## config.mk

```make
export PLATFORM = sky130hd
export DESIGN_NAME = mul_fp16_driver_flat
export DESIGN_NICKNAME = d
export VERILOG_FILES = /design/src/rtl/mul_fp16_driver_if.sv /design/src/rtl/mul_fp16_driver.sv /design/src/flat_wrapper.sv
export SDC_FILE = /design/constraint.sdc
export NUM_CORES = 1
export LEC_CHECK = 0
export BUFFER_PORTS_ARGS = -buffer_cell sky130_fd_sc_hd__buf_4
export CAP_MARGIN = 20
export CORE_AREA = 4 4 100 102
export CTS_CLUSTER_SIZE = 16
export DETAILED_ROUTE_END_ITERATION = 6
export DIE_AREA = 0 0 104 106
export MAX_ROUTING_LAYER = met4
export PLACE_DENSITY = 0.88
export REMOVE_ABC_BUFFERS = 1
export SLEW_MARGIN = 20
export SYNTH_ARGS = -nofsm -noshare
export SYNTH_HDL_FRONTEND = slang
export SYNTH_SLANG_ARGS = --single-unit
```

## constraint.sdc

```tcl
create_clock -name clk -period 2.75 [get_ports clk]
set_input_delay 0.1375 -clock clk [delete_from_list [all_inputs] [get_ports clk]]
set_output_delay 0.1375 -clock clk [all_outputs]
set_load 0.1 [all_outputs]
```

## src/rtl/mul_fp16_driver_if.sv

```systemverilog
// Handshake bundle between the FP16 multiply driver, its caller, the multiplier and the consumer.
// The slave modport is the driver; the master modport is the environment around it.
interface mul_fp16_driver_if #(
  parameter int unsigned TAG_W = 4
);
  logic             in_valid;
  logic             in_ready;
  logic [15:0]      in_a;
  logic [15:0]      in_b;
  logic [TAG_W-1:0] in_tag;
  logic             mul_start;
  logic [15:0]      mul_a;
  logic [15:0]      mul_b;
  logic [15:0]      mul_result;
  logic             mul_done;
  logic             out_valid;
  logic             out_ready;
  logic [15:0]      out_result;
  logic [TAG_W-1:0] out_tag;
  logic             err;

  modport slave (
    input  in_valid, in_a, in_b, in_tag, mul_result, mul_done, out_ready,
    output in_ready, mul_start, mul_a, mul_b, out_valid, out_result, out_tag, err
  );

  modport master (
    output in_valid, in_a, in_b, in_tag, mul_result, mul_done, out_ready,
    input  in_ready, mul_start, mul_a, mul_b, out_valid, out_result, out_tag, err
  );
endinterface

```

## src/rtl/mul_fp16_driver.sv

```systemverilog
// Credit-based driver for mul_fp16: in-order tag FIFO plus result buffer with guaranteed slots.
// Optional MUL_DRV_TIMEOUT_EN builds a stall timeout and stray-done detector driving err.
module mul_fp16_driver #(
  parameter int unsigned DEPTH = 4,
  parameter int unsigned TAG_W = 4
) (
  input logic              clk,
  input logic              nRST,
  mul_fp16_driver_if.slave bus
);
  localparam int unsigned AW = $clog2(DEPTH);
  localparam int unsigned CW = AW + 1;
  localparam int unsigned EW = 16 + TAG_W;
  localparam logic [CW:0] DEPTH_C = (CW + 1)'(DEPTH);

  logic [TAG_W-1:0] tag_mem [DEPTH];
  logic [EW-1:0]    res_mem [DEPTH];

  logic [AW-1:0] tag_wr_q, tag_rd_q, res_wr_q, res_rd_q;
  logic [CW-1:0] occ_q, occ_d, infl_q, infl_d;
  logic [CW:0]   used;
  logic          accept, done_ok, pop;

  // Buffered plus in-flight never exceeds DEPTH, so every issued multiply owns a slot.
  assign used          = {1'b0, occ_q} + {1'b0, infl_q};
  assign bus.in_ready  = used < DEPTH_C;
  assign accept        = bus.in_valid & bus.in_ready;
  assign bus.mul_start = accept;
  assign bus.mul_a     = bus.in_a;
  assign bus.mul_b     = bus.in_b;

  assign done_ok       = bus.mul_done & (infl_q != '0);
  assign bus.out_valid = occ_q != '0;
  assign pop           = bus.out_valid & bus.out_ready;
  assign {bus.out_result, bus.out_tag} = res_mem[res_rd_q];

  always_comb begin
    occ_d  = occ_q;
    infl_d = infl_q;
    if (done_ok) occ_d = occ_d + CW'(1);
    if (pop)     occ_d = occ_d - CW'(1);
    if (accept)  infl_d = infl_d + CW'(1);
    if (done_ok) infl_d = infl_d - CW'(1);
  end

  always_ff @(posedge clk or negedge nRST) begin
    if (!nRST) begin
      tag_wr_q <= '0;
      tag_rd_q <= '0;
      res_wr_q <= '0;
      res_rd_q <= '0;
      occ_q    <= '0;
      infl_q   <= '0;
    end else begin
      if (accept)  tag_wr_q <= tag_wr_q + AW'(1);
      if (done_ok) tag_rd_q <= tag_rd_q + AW'(1);
      if (done_ok) res_wr_q <= res_wr_q + AW'(1);
      if (pop)     res_rd_q <= res_rd_q + AW'(1);
      occ_q  <= occ_d;
      infl_q <= infl_d;
    end
  end

  // Storage needs no reset: entries are only read once the counters mark them valid.
  always_ff @(posedge clk) begin
    if (accept)  tag_mem[tag_wr_q] <= bus.in_tag;
    if (done_ok) res_mem[res_wr_q] <= {bus.mul_result, tag_mem[tag_rd_q]};
  end

`ifdef MUL_DRV_TIMEOUT_EN
  logic [3:0] tmo_q;
  logic       err_q;

  always_ff @(posedge clk or negedge nRST) begin
    if (!nRST) begin
      tmo_q <= '0;
      err_q <= 1'b0;
    end else begin
      if (bus.mul_done || infl_q == '0) begin
        tmo_q <= '0;
      end else if (tmo_q != 4'hF) begin
        tmo_q <= tmo_q + 4'h1;
      end
      // Error rises on the same edge the counter reaches 15.
      if ((bus.mul_done && infl_q == '0) ||
          (!bus.mul_done && infl_q != '0 && tmo_q == 4'hE)) begin
        err_q <= 1'b1;
      end
    end
  end

  assign bus.err = err_q;
`else
  assign bus.err = 1'b0;
`endif

endmodule

```

## src/flat_wrapper.sv

```systemverilog
// flat-port wrapper written by rule: the top's interface ports become plain ports
module mul_fp16_driver_flat 
#(
  parameter int unsigned DEPTH = 4,
  parameter int unsigned TAG_W = 4
)
  (clk, nRST, bus_in_valid, bus_in_a, bus_in_b, bus_in_tag, bus_mul_result, bus_mul_done, bus_out_ready, bus_in_ready, bus_mul_start, bus_mul_a, bus_mul_b, bus_out_valid, bus_out_result, bus_out_tag, bus_err);
  mul_fp16_driver_if #(.TAG_W(TAG_W)) bus_i ();
  input logic clk;
  input logic nRST;
  input wire logic [$bits(bus_i.in_valid)-1:0] bus_in_valid;
  input wire logic [$bits(bus_i.in_a)-1:0] bus_in_a;
  input wire logic [$bits(bus_i.in_b)-1:0] bus_in_b;
  input wire logic [$bits(bus_i.in_tag)-1:0] bus_in_tag;
  input wire logic [$bits(bus_i.mul_result)-1:0] bus_mul_result;
  input wire logic [$bits(bus_i.mul_done)-1:0] bus_mul_done;
  input wire logic [$bits(bus_i.out_ready)-1:0] bus_out_ready;
  output wire logic [$bits(bus_i.in_ready)-1:0] bus_in_ready;
  output wire logic [$bits(bus_i.mul_start)-1:0] bus_mul_start;
  output wire logic [$bits(bus_i.mul_a)-1:0] bus_mul_a;
  output wire logic [$bits(bus_i.mul_b)-1:0] bus_mul_b;
  output wire logic [$bits(bus_i.out_valid)-1:0] bus_out_valid;
  output wire logic [$bits(bus_i.out_result)-1:0] bus_out_result;
  output wire logic [$bits(bus_i.out_tag)-1:0] bus_out_tag;
  output wire logic [$bits(bus_i.err)-1:0] bus_err;
  assign bus_i.in_valid = bus_in_valid;
  assign bus_i.in_a = bus_in_a;
  assign bus_i.in_b = bus_in_b;
  assign bus_i.in_tag = bus_in_tag;
  assign bus_i.mul_result = bus_mul_result;
  assign bus_i.mul_done = bus_mul_done;
  assign bus_i.out_ready = bus_out_ready;
  assign bus_in_ready = bus_i.in_ready;
  assign bus_mul_start = bus_i.mul_start;
  assign bus_mul_a = bus_i.mul_a;
  assign bus_mul_b = bus_i.mul_b;
  assign bus_out_valid = bus_i.out_valid;
  assign bus_out_result = bus_i.out_result;
  assign bus_out_tag = bus_i.out_tag;
  assign bus_err = bus_i.err;
  mul_fp16_driver #(.DEPTH(DEPTH), .TAG_W(TAG_W)) u_core (.clk(clk), .nRST(nRST), .bus(bus_i));
endmodule
```

**Word-level counts from Yosys, hierarchy flattened**

Memories as Yosys holds them, arrays and structs flattened.
Index checks and enable logic that the tools add are counted.
Widths: inputs -> output; s select.

- Register bits after elaboration: 14
- Bits in latches: 0
- RAM bits: 96
- Bits in read-only memories: 0
- Input port bits: 57
- Output and inout bits: 56
- Logic and storage cells: 31
- Memories kept: 2

- $add $sub $neg: 9
- $mul: 0
- Div/mod/pow operators: 0
- Order comparisons: 1
- Equality and inequality tests: 0
- Shift-type cells: 0
- Mux-type cells: 8
- Bitwise gates (word level): 3
- Reduce and logical (&&, ||, !) cells: 2

Memories:

| memory | words | width | read ports | clocked after Yosys merged registers in | write ports | line | text |
|---|---|---|---|---|---|---|---|
| u_core.res_mem | 4 | 20 | 1 | 0 | 1 | mul_fp16_driver.sv:17 | `logic [EW-1:0] res_mem [DEPTH];` |
| u_core.tag_mem | 4 | 4 | 1 | 0 | 1 | mul_fp16_driver.sv:16 | `logic [TAG_W-1:0] tag_mem [DEPTH];` |

Operators with widths:

| cell | number |
|---|---|
| $mux 3 | 4 |
| $add 2x1->2 const B | 4 |
| $add 3x1->3 const B | 2 |
| $reduce_bool 3->1 | 2 |
| $sub 3x1->3 const B | 2 |
| $add 3x3->4 | 1 |
| $lt 4x3->1 const B | 1 |
| $mux 1 | 4 |
| $and 1x1->1 | 3 |

**Longest topological paths before layout**

- Word-level depth: 6
- Gate-level depth with buffers: 9
- Mapped depth without buffers: 9

**Worst setup path before layout**

Ideal clock, no wire load.

- Path type: register to output
- From: register u_core.infl_q[1]
- To: output port bus_in_ready
- Data arrival time: 4.002 ns
- Required time: 2.612 ns
- Setup slack: -1.389 ns
- Cell stages (with the launch flop): 4
- Path buffers: 0
- Cell sequence: dfrtp_1 ha_1 nand3_1 nor4b_1

- Longest elaborated chain between the ends: 2

RTL lines:

| element | line | text |
|---|---|---|
| start: declaration | mul_fp16_driver.sv:20 | `logic [CW-1:0] occ_q, occ_d, infl_q, infl_d;` |
| start signal: assignment | mul_fp16_driver.sv:60 | `infl_q <= infl_d;` |
| $add 3x3->4 | mul_fp16_driver.sv:25 | `assign used = {1'b0, occ_q} + {1'b0, infl_q};` |
| $lt 4x3->1 | mul_fp16_driver.sv:26 | `assign bus.in_ready = used < DEPTH_C;` |
| end: declaration | flat_wrapper.sv:18 | `output wire logic [$bits(bus_i.in_ready)-1:0] bus_in_ready;` |

Every way passes these cells.

**Final worst setup path**

- From: register u_core.infl_q[2]
- To: register u_core.infl_q[2]

- Longest elaborated chain between the ends: 6
- Elaborated cells on any way between the ends: 9
- Those cells by class: add/sub: 3; order compare: 1; mux: 2; bitwise: 2; reduce/logical: 1

RTL lines:

| element | line | text |
|---|---|---|
| $add 3x3->4 | mul_fp16_driver.sv:25 |  |
| $lt 4x3->1 | mul_fp16_driver.sv:26 |  |
| $and 1x1->1 | mul_fp16_driver.sv:27 | `assign accept = bus.in_valid & bus.in_ready;` |
| $mux 3 | mul_fp16_driver.sv:42 | `if (accept) infl_d = infl_d + CW'(1);` |
| $sub 3x1->3 | mul_fp16_driver.sv:43 | `if (done_ok) infl_d = infl_d - CW'(1);` |
| $mux 3 (*) | mul_fp16_driver.sv:43 |  |
| via u_core.infl_d[2] | mul_fp16_driver.sv:20 |  |

The timed path passes the listed nets; every way through them passes the cells marked *.
A chain may end at the register's enable or synchronous reset.

==> metrics <==
Crit path arrival time=2.76 ns; Fill cells=681; WL final=8370 um; Post-CTS Setup Bufs=0; CTS H-tree lvls=3; Root Buffer=clkbuf_8; count of cell types in the netlist=32; global-route wire length before repair=13300 um; final hold vios=0; Period minus WS final=2.47 ns; n_diodes=0; initial core utilization=0.516; Crit. End Element=flop; drt first pass iters=7; Seq/Total Area, Yosys=0.687; Synth area leader=edfxtp_1; Die ar.=11000 um^2; Starting DRT DRC Count=80; critical path startpoint category=flop; Yosys top cell area share=0.613; initial antenna violation count=0; Layout area overhead=14.7%; Die W=104 um; Reg clk slew, reported paths=0.10 ns; Post-synth EDFFs=96; clock buffer depth=2; Area after DPL=5010 um^2; Layout Nets=371; Max Clock Skew=0.00991 ns; Finish-stage setup viols=0; GPL Wtd Cong=0.790; dominant synthesized flop cell=edfxtp_1; Die Y=106 um; flops & latches, synth=110; # port buffers=47; Design Area, Final=5400 um^2; final non-filler cell total=414; WP data required=3.04 ns; Final HPWL DP=5960 um; CTS tree=built; RSZ-0062 raised after global routing=no; CP Class=flop to flop; Final Cycle Share=0.897; Max stage delay cell, worst path=dfrtp_1; most numerous cell on the critical path=ha_1; Cells after Synth=252; fin. max-slew vios=0; global-route usage over all layers=0.166; CP max FO=9; Remaining Overflow, GRT=0; antenna viol nets, final=0; Worst Path Buf+Inv=0; core area=9110 um^2; Synth area leaders=edfxtp_1 (61%), mux4_2 (11%), dfrtp_1 (7.4%); vias per inst=5.45; Max Cap Violations=0; Post-synth ARST share=0.127; total clock sinks=110; CTS Buf Count=9; Placed Instances=377; Fmax=0.405 GHz; DR vias=2258; worst path cell trace=ha_1, nor4b_4, and2_1, xnor2_1, ha_1, nand2_1, mux2i_1, xor2_1; Top delay family on crit path=simple AND/OR/NAND/NOR gates; cell row count=35; outcome=finished, final reports clean; wire length per cell=20.2 um; Mean Syn Cell Area=18.7 um^2; Util after Layout=0.593; share of cells above drive strength 1=0.327; Synth Warn #=0; worst hold slack=0.0690 ns; vias in the first global route=2474; pin count of the biggest net entering global routing=21; cts repair resizes=0; io pins=113; mapped cell area=4700 um^2; Skew-Pair Late Insertion Delay=0.36 ns; hold crit path type=input port to flop; DRC viols=0; crit-path max cell delay=0.49 ns
[layout make-up]
type / count / area [um^2] / share of cell area
clock buffers: 9 / 124 / 0.0229
repair buffers: 74 / 658 / 0.122
well taps: 111 / 139 / 0.0257
clock inverters: 7 / 56.3 / 0.0104
multi-input cells: 93 / 1150 / 0.213
inverters: 10 / 37.5 / 0.00695
flip-flops and latches: 110 / 3230 / 0.599
[routing by layer]
metal | global-route usage | vias up | wire (um) | share of wire
met4 | 0.0370 | 0 | 87 | 0.010
met3 | 0.0856 | 11 | 907 | 0.11
met5 | - | - | 0 | 0
met2 | 0.261 | 104 | 4140 | 0.49
met1 | 0.192 | 1125 | 3230 | 0.39
li1 | - | 1018 | - | -
[registers in the layout, summed over array words and instances (netlist names)]
| register | count |
|---|---|
| u_core.res_mem | 80 |
| u_core.tag_mem | 16 |
| u_core.infl_q | 3 |
| u_core.occ_q | 3 |
| u_core.res_rd_q | 2 |
| u_core.res_wr_q | 2 |
| u_core.tag_rd_q | 2 |
| u_core.tag_wr_q | 2 |
[Yosys cell counts, types with 2 or more instances]
library cell and number:
dfrtp_1 14, xnor3_1 2, inv_1 10, and3_2 4
xor2_1 2, nand2_1 3, buf_4 34, mux4_2 24
o21ai_0 2, mux2i_1 2, ha_1 16, and2_1 7
o211ai_1 3, nor2_1 2, clkbuf_1 2, buf_2 2
nand3_1 5, xnor2_1 8, edfxtp_1 96, a31oi_1 2
[cells in the final DEF (no fill, tap or decap), drive strengths merged, types with 5 or more instances in the layout]
master	n
ha	16
and3	5
nand3	5
mux4	24
buf	53
and2	7
edfxtp	96
xnor2	8
inv	14
dlygate4sd3	21
clkbuf	9
dfrtp	14
[logic make-up (layout without fill, tap and decap cells)]
family,Yosys count,after routing,synth area share
AO/OA/AOI/OAI,9,9,0.0125
multiplexers,27,27,0.122
other,1,1,0.000797
XOR/XNOR,12,12,0.0282
adder cells (fa/ha/maj),16,16,0.0426
AND/OR/NAND/NOR,28,28,0.0388
buffers and inverters,49,100,0.0684
flip-flops,110,110,0.687
[per-stage QoR]
| stage | TNS, ns | worst slack [ns] |
|---|---|---|
| after floorplan | -1.55 | -1.39 |
| after global placement | 0 | 0.473 |
| after detailed placement | 0 | 0.389 |
| after CTS | 0 | 0.269 |
| after global routing | 0 | 0.0986 |
| final | 0 | 0.284 |
[worst register-to-register path, cell delays in order, from the launching register on]
cell	delay (ns)
dfrtp_1	0.49
ha_1	0.38
nor4b_4	0.43
and2_1	0.31
xnor2_1	0.09
ha_1	0.18
nand2_1	0.10
mux2i_1	0.25
xor2_1	0.17
[final timing paths]
check / to / slack (ns) / cells after the start / start
worst max-delay path: u_core.infl_q[2]$_DFF_PN0_ / 0.28 / 8 / u_core.infl_q[2]$_DFF_PN0_
worst min-delay path: u_core.res_rd_q[1]$_DFFE_PN0P_ / 0.07 / 3 / bus_out_ready
min in group asynchronous: u_core.infl_q[1]$_DFF_PN0_ / 0.14 / 2 / nRST
worst min register to register: u_core.res_rd_q[1]$_DFFE_PN0P_ / 0.48 / 1 / u_core.res_rd_q[1]$_DFFE_PN0P_
max in group asynchronous: u_core.tag_wr_q[0]$_DFFE_PN0P_ / 2.44 / 2 / nRST
worst max register to register: u_core.infl_q[2]$_DFF_PN0_ / 0.28 / 8 / u_core.infl_q[2]$_DFF_PN0_
[what timing repair did]
action,in CTS,in global routing
hold endpoints to repair,94,0
setup endpoints to repair,0,0
hold buffers,21,0
Power is left out: the tool's default activity adds up to more than one toggle a clock period on the data nets, which glitch-free logic cannot reach.
